## src/rtl/adder_rs.sv

```systemverilog
// Adder reservation station: dual in-order dispatch, CDB snoop, oldest-ready issue to the adder FU.
// Accepted ready operands issue the cycle after dispatch; dispatch stalls when full; issue holds until IssueReady.
module adder_rs #(
  parameter int DEPTH    = 3,
  parameter int DATAW    = 16,
  parameter int TAGW     = 3,
  parameter int TAG_BASE = 1
) (
  input  logic                         clk,
  input  logic                         rst_n,
  input  logic                         disp_valid0_i,
  input  logic                         disp_valid1_i,
  input  logic [15:0]                  disp_inst0_i,
  input  logic [15:0]                  disp_inst1_i,
  input  logic [DATAW-1:0]             disp_vj0_i,
  input  logic [DATAW-1:0]             disp_vk0_i,
  input  logic [DATAW-1:0]             disp_vj1_i,
  input  logic [DATAW-1:0]             disp_vk1_i,
  input  logic [TAGW-1:0]              disp_qj0_i,
  input  logic [TAGW-1:0]              disp_qk0_i,
  input  logic [TAGW-1:0]              disp_qj1_i,
  input  logic [TAGW-1:0]              disp_qk1_i,
  output logic                         disp_ready0_o,
  output logic                         disp_ready1_o,
  output logic [TAGW-1:0]              disp_tag0_o,
  output logic [TAGW-1:0]              disp_tag1_o,
  input  logic                         cdb_valid_i,
  input  logic [TAGW-1:0]              cdb_tag_i,
  input  logic [DATAW-1:0]             cdb_data_i,
  output logic                         issue_valid_o,
  input  logic                         issue_ready_i,
  output logic [3:0]                   issue_op_o,
  output logic [DATAW-1:0]             issue_vj_o,
  output logic [DATAW-1:0]             issue_vk_o,
  output logic [5:0]                   issue_imm_o,
  output logic [TAGW-1:0]              issue_tag_o,
  output logic [$clog2(DEPTH+1)-1:0]   count_o
);

  localparam int IDXW = $clog2(DEPTH);
  localparam int CNTW = $clog2(DEPTH+1);
  localparam logic [TAGW-1:0] TB = TAG_BASE[TAGW-1:0];

  typedef struct packed {
    logic             busy;
    logic [3:0]       op;
    logic [5:0]       imm;
    logic [DATAW-1:0] vj;
    logic [TAGW-1:0]  qj;
    logic [DATAW-1:0] vk;
    logic [TAGW-1:0]  qk;
    logic [3:0]       age;
  } ent_t;

  ent_t            ent_q [DEPTH];
  ent_t            ent_d [DEPTH];
  logic [CNTW-1:0] cnt_q, cnt_d;

  logic [IDXW-1:0] free0, free1, sel;
  logic            has_free0, has_free1, sel_vld;
  logic [3:0]      best_age;
  logic            acc0, acc1, fire;

  logic unused_regs;
  assign unused_regs = ^{disp_inst0_i[9:4], disp_inst1_i[9:4]};

  function automatic logic cdb_hit(input logic [TAGW-1:0] q);
    return cdb_valid_i && (q != '0) && (q == cdb_tag_i);
  endfunction

  function automatic ent_t mk_ent(input logic [3:0] op, input logic [5:0] imm,
                                  input logic [DATAW-1:0] vj, input logic [DATAW-1:0] vk,
                                  input logic [TAGW-1:0] qj, input logic [TAGW-1:0] qk,
                                  input logic [3:0] age);
    ent_t e;
    e.busy = 1'b1;
    e.op   = op;
    e.imm  = imm;
    e.vj   = cdb_hit(qj) ? cdb_data_i : vj;
    e.qj   = cdb_hit(qj) ? '0 : qj;
    e.vk   = cdb_hit(qk) ? cdb_data_i : vk;
    e.qk   = cdb_hit(qk) ? '0 : qk;
    e.age  = age;
    return e;
  endfunction

  // Allocation looks only at current busy bits, so a slot freed by this cycle's issue waits a cycle.
  always_comb begin
    free0 = '0;
    free1 = '0;
    has_free0 = 1'b0;
    has_free1 = 1'b0;
    for (int i = 0; i < DEPTH; i++) begin
      if (!ent_q[i].busy) begin
        if (!has_free0) begin
          free0 = IDXW'(i);
          has_free0 = 1'b1;
        end else if (!has_free1) begin
          free1 = IDXW'(i);
          has_free1 = 1'b1;
        end
      end
    end
  end

  always_comb begin
    sel = '0;
    sel_vld = 1'b0;
    best_age = '0;
    for (int i = 0; i < DEPTH; i++) begin
      if (ent_q[i].busy && ent_q[i].qj == '0 && ent_q[i].qk == '0 &&
          (!sel_vld || ent_q[i].age > best_age)) begin
        sel = IDXW'(i);
        best_age = ent_q[i].age;
        sel_vld = 1'b1;
      end
    end
  end

  assign disp_ready0_o = (cnt_q != CNTW'(DEPTH));
  assign disp_ready1_o = (cnt_q <= CNTW'(DEPTH-2));
  assign disp_tag0_o   = TB + TAGW'(free0);
  assign disp_tag1_o   = TB + TAGW'(free1);

  assign acc0 = disp_valid0_i && disp_ready0_o && (disp_inst0_i[3:0] <= 4'd2);
  assign acc1 = disp_valid1_i && acc0 && disp_ready1_o && (disp_inst1_i[3:0] <= 4'd2);
  assign fire = sel_vld && issue_ready_i;

  assign issue_valid_o = sel_vld;
  assign issue_op_o    = sel_vld ? ent_q[sel].op  : '0;
  assign issue_vj_o    = sel_vld ? ent_q[sel].vj  : '0;
  assign issue_vk_o    = sel_vld ? ent_q[sel].vk  : '0;
  assign issue_imm_o   = sel_vld ? ent_q[sel].imm : '0;
  assign issue_tag_o   = TB + TAGW'(sel);
  assign count_o       = cnt_q;

  always_comb begin
    for (int i = 0; i < DEPTH; i++) begin
      ent_d[i] = ent_q[i];
      if (ent_q[i].busy) begin
        if (cdb_hit(ent_q[i].qj)) begin
          ent_d[i].vj = cdb_data_i;
          ent_d[i].qj = '0;
        end
        if (cdb_hit(ent_q[i].qk)) begin
          ent_d[i].vk = cdb_data_i;
          ent_d[i].qk = '0;
        end
        if (ent_q[i].age != 4'hF) ent_d[i].age = ent_q[i].age + 4'd1;
      end
      if (fire && sel == IDXW'(i)) ent_d[i].busy = 1'b0;
    end
    if (acc0) ent_d[free0] = mk_ent(disp_inst0_i[3:0], disp_inst0_i[15:10], disp_vj0_i,
                                    disp_vk0_i, disp_qj0_i, disp_qk0_i, 4'd1);
    if (acc1) ent_d[free1] = mk_ent(disp_inst1_i[3:0], disp_inst1_i[15:10], disp_vj1_i,
                                    disp_vk1_i, disp_qj1_i, disp_qk1_i, 4'd0);
  end

  assign cnt_d = cnt_q + CNTW'(acc0) + CNTW'(acc1) - CNTW'(fire);

  always_ff @(posedge clk or negedge rst_n) begin
    if (!rst_n) begin
      for (int i = 0; i < DEPTH; i++) ent_q[i] <= '0;
      cnt_q <= '0;
    end else begin
      for (int i = 0; i < DEPTH; i++) ent_q[i] <= ent_d[i];
      cnt_q <= cnt_d;
    end
  end

endmodule

```

## config.mk

```make
export PLATFORM = sky130hd
export DESIGN_NAME = adder_rs
export DESIGN_NICKNAME = d
export VERILOG_FILES = /design/src/rtl/adder_rs.sv
export SDC_FILE = /design/constraint.sdc
export NUM_CORES = 1
export LEC_CHECK = 0
export BUFFER_PORTS_ARGS = -buffer_cell sky130_fd_sc_hd__buf_2
export CORE_ASPECT_RATIO = 0.9
export CORE_MARGIN = 3
export CORE_UTILIZATION = 30
export CTS_BUF_LIST = sky130_fd_sc_hd__clkbuf_8
export CTS_CLUSTER_SIZE = 40
export DETAILED_ROUTE_END_ITERATION = 10
export PLACE_DENSITY_LB_ADDON = 0.05
export SKIP_LAST_GASP = 1
export SLEW_MARGIN = 5
export SYNTH_ARGS = -nofsm -noshare
export SYNTH_HDL_FRONTEND = slang
export SYNTH_SLANG_ARGS = --single-unit
```

## constraint.sdc

```tcl
create_clock -name clk -period 6.7 [get_ports clk]
set_clock_uncertainty 0.1 [all_clocks]
set_input_delay 1.34 -clock clk [delete_from_list [all_inputs] [get_ports clk]]
set_output_delay 1.34 -clock clk [all_outputs]
set_load 0.02 [all_outputs]
```

==> results.sh <==
export IMPL_crit_chain="nor4b_4 -> and2_4 -> nand2_2 -> ha_4 -> nor2b_1 -> o211a_1 -> or2_4 -> a21oi_4 -> mux2_4 -> ha_4 -> and3b_1 -> a2111oi_2 -> buf_4 -> a2bb2oi_4 -> buf_12 -> or2_4 -> buf_12 -> buf_12 -> a31oi_2 -> buf_4"
export IMPL_fmax_mhz=152.8
export IMPL_grt_pass1_vias=12820
export IMPL_ys_warn_count=0
export IMPL_max_clock_path_buffers=2
export IMPL_layout_drive_gt1_share_pct=20.72
export IMPL_cts_buffers_inserted=17
export IMPL_io_pins=189
export IMPL_grt_pass1_wl_mm=90.70
export IMPL_slew_viol_final=0
export IMPL_place_hpwl_mm=37.75
export IMPL_start_util_pct=30.54
export IMPL_rows=72
export IMPL_diodes=0
export IMPL_nNetsFinal=1694
export IMPL_placed_area_um2=14450
export IMPL_slew_headroom_pct=22.20
export IMPL_dpl_worst_slack_ns=0.2063
export IMPL_syn_area_um2=13200
export IMPL_path_buf_inv=5
export IMPL_wl_mm=63.01
export IMPL_drtIter0Drc=1205
export IMPL_clk_pin_slew_ns=0.09
export IMPL_start_kind="flop"
export IMPL_area_growth_syn_to_layout_pct=16.45
export IMPL_hold_viol=0
export IMPL_portBuffers=175
export IMPL_yosys_area_top_type="dfrtp_1"
export IMPL_crit_fanout=7
export IMPL_gp_congestion=0.8122
export IMPL_die_w_um=227.1
export IMPL_yosys_cell_types_count=64
export IMPL_cts_sinks=161
export IMPL_fin_hold_ws_ns=0.4059
export IMPL_synth_edf_count=0
export IMPL_ir_drop_v=0.0003776
export IMPL_grt_ovfl_total=0
export IMPL_critical_path_arrival_ns=5.10
export IMPL_grt_antenna_before_repair=5
export IMPL_period_share_pct=97.66
export IMPL_crit_type="flop to output pin"
export IMPL_die_height_um=205.0
export IMPL_synth_seq_area_share_pct=30.51
export IMPL_cpMostUsedCell="buf_12"
export IMPL_slowest_stage="dfrtp_1"
export IMPL_drt_pre_antenna_iters=6
export IMPL_p_per_area_nw_per_um2=450.9
export IMPL_cp_top_family="simple AND/OR/NAND/NOR gates"
export IMPL_worst_slack_ns=0.1565
export IMPL_via_count=13160
export IMPL_wl_per_cell_um=29.95
export IMPL_cp_end_kind="output pin"
export IMPL_stdcell_area_um2=15380
export IMPL_period_needed_ns=6.543
export IMPL_ys_flop_type="dfrtp_1"
export IMPL_total_power_mw=6.933
export IMPL_htreeDepth=4
export IMPL_outcome="completed"
export IMPL_min_path_type="flop to flop"
export IMPL_synth_top_area_share_pct=30.51
export IMPL_insertion_delay_ns=0.52
export IMPL_track_usage_pct=26.76
export IMPL_async_flop_share_pct=100.0
export IMPL_core_area_um2=43240
export IMPL_worstPathRequired_ns=5.26
export IMPL_cts_tree="yes"
export IMPL_dieArea_um2=46570
export IMPL_vias_per_cell=6.254
export IMPL_setup_viol=0
export IMPL_grt_start_max_net_pins=58
export IMPL_cts_hold_buf=0
export IMPL_ys_ff_latch=161
export IMPL_worst_pin_slew_ns=1.167
export IMPL_slowest_delay_ns=0.42
export IMPL_syn_nets=1610
export IMPL_ant_nets=0
export IMPL_synth_area_leaders="dfrtp_1 31%, mux2i_1 18%, nor3b_1 7.6%"
export IMPL_final_cell_mix="232 x mux2i_1, 161 x dfrtp_1, 161 x buf_2"
export IMPL_postSynthCellCount=1453
export IMPL_p_leak_nw=6.480
export IMPL_final_common_cell="mux2i_1"
export IMPL_drc=0
export IMPL_post_synth_cell_area_avg_um2=9.087
export IMPL_max_cap_violations=0
export IMPL_clockRootBuffer="clkbuf_8"
export IMPL_finalSetupTns_ns=0
==> worst paths after layout <==
check	cells past startpoint	start	to	slack, ns
worst max-delay path	20	ent_q[112]	issue_vk_o[7]	0.16
worst max register to register	19	ent_q[112]	ent_q[158]	2.03
max in group asynchronous	2	rst_n	ent_q[144]	4.50
worst min register to register	1	ent_q[50]	ent_q[50]	0.41
min in group asynchronous	1	rst_n	ent_q[49]	0.68
worst min-delay path	1	ent_q[50]	ent_q[50]	0.41
==> sequential cells by signal, indices dropped and copies added (netlist names) <==
register  cells
count_o       2
ent_q       159
==> final cells by class <==
| class | count | area (um^2) |
|---|---|---|
| Fill cell | 4527 | 27870 |
| Timing Repair Buffer | 240 | 1610 |
| Sequential cell | 161 | 4029 |
| Inverter | 24 | 90.09 |
| Multi-Input combinational cell | 1093 | 8526 |
| Clock buffer | 23 | 316.6 |
| Tap cell | 555 | 694.4 |
| Clock inverter | 8 | 110.1 |
==> cells in the mapped netlist (6+ instances only) <==
cell	instances
nor3b_1	134
a21o_1	18
nor3_1	55
nand2_1	32
and3_1	11
nor2_1	35
nand3_1	83
xnor2_1	16
ha_1	23
o31ai_1	43
clkbuf_1	98
a21oi_1	42
a22oi_1	43
xor2_1	9
buf_4	13
a211oi_1	7
or2_2	6
buf_2	44
o221ai_1	99
a31oi_1	89
mux2i_1	232
and2_1	11
inv_1	24
dfrtp_1	161
nand2b_1	6
clkbuf_4	10
o21ai_0	24
nand4_1	13
==> layer usage <==
metal / global-route usage (%) / share of wire, % / wire length, um / vias up
met5: 0 / 0.10 / 66 / -
met4: 7.372 / 2.7 / 1708 / 10
met3: 4.986 / 6.9 / 4338 / 101
met2: 41.07 / 44 / 27940 / 566
met1: 38.39 / 46 / 28960 / 6662
li1: - / - / - / 5820
==> cells by family after synthesis <==
logic type | after synthesis | synth area share, %
other cells | 1 | 0.02840
compound gates | 401 | 22.13
buf+inv | 199 | 7.107
simple gates | 407 | 18.39
flops | 161 | 30.51
fa+ha+maj | 24 | 2.331
xor+xnor | 25 | 1.658
mux | 235 | 17.84
==> through the flow <==
step / util, % / instances
final: 35.56 / 2104
after floorplan: - / 1453
after global routing: 35.56 / 2104
after global placement: 33.41 / 2054
after detailed placement: 33.41 / 2054
after CTS: 34.87 / 2094
==> power by group <==
group	switching, mW	internal (mW)	leakage, nW	total (mW)
Clock	0.419	0.421	0.233	0.840
Sequential	0.383	1.41	2.03	1.80
Combinational	2.69	1.61	4.21	4.30
Total	3.49	3.45	6.48	6.93
==> repair_timing <==
| action | in CTS | in global routing |
|---|---|---|
| gates resized for setup | 22 | 34 |
| endpoints found under the hold margin | 0 | 0 |
| cloned | 1 | 2 |
| setup buffers | 8 | 8 |
| setup endpoints to repair | 44 | 41 |
| pin swaps | 3 | 7 |
==> worst register-to-register path, cell delays in order, from the launching register on <==
cell	delay [ns]
dfrtp_1	0.42
nor4b_4	0.33
and2_4	0.22
nand2_2	0.09
ha_4	0.25
nor2b_1	0.12
o211a_1	0.25
or2_4	0.27
a21oi_4	0.18
mux2_4	0.34
ha_4	0.23
and3b_1	0.19
a2111oi_2	0.36
buf_4	0.19
a2bb2oi_4	0.15
buf_12	0.17
or2_4	0.25
buf_12	0.16
buf_4	0.12
a41oi_1	0.11
(Power assumes the default switching activity.)
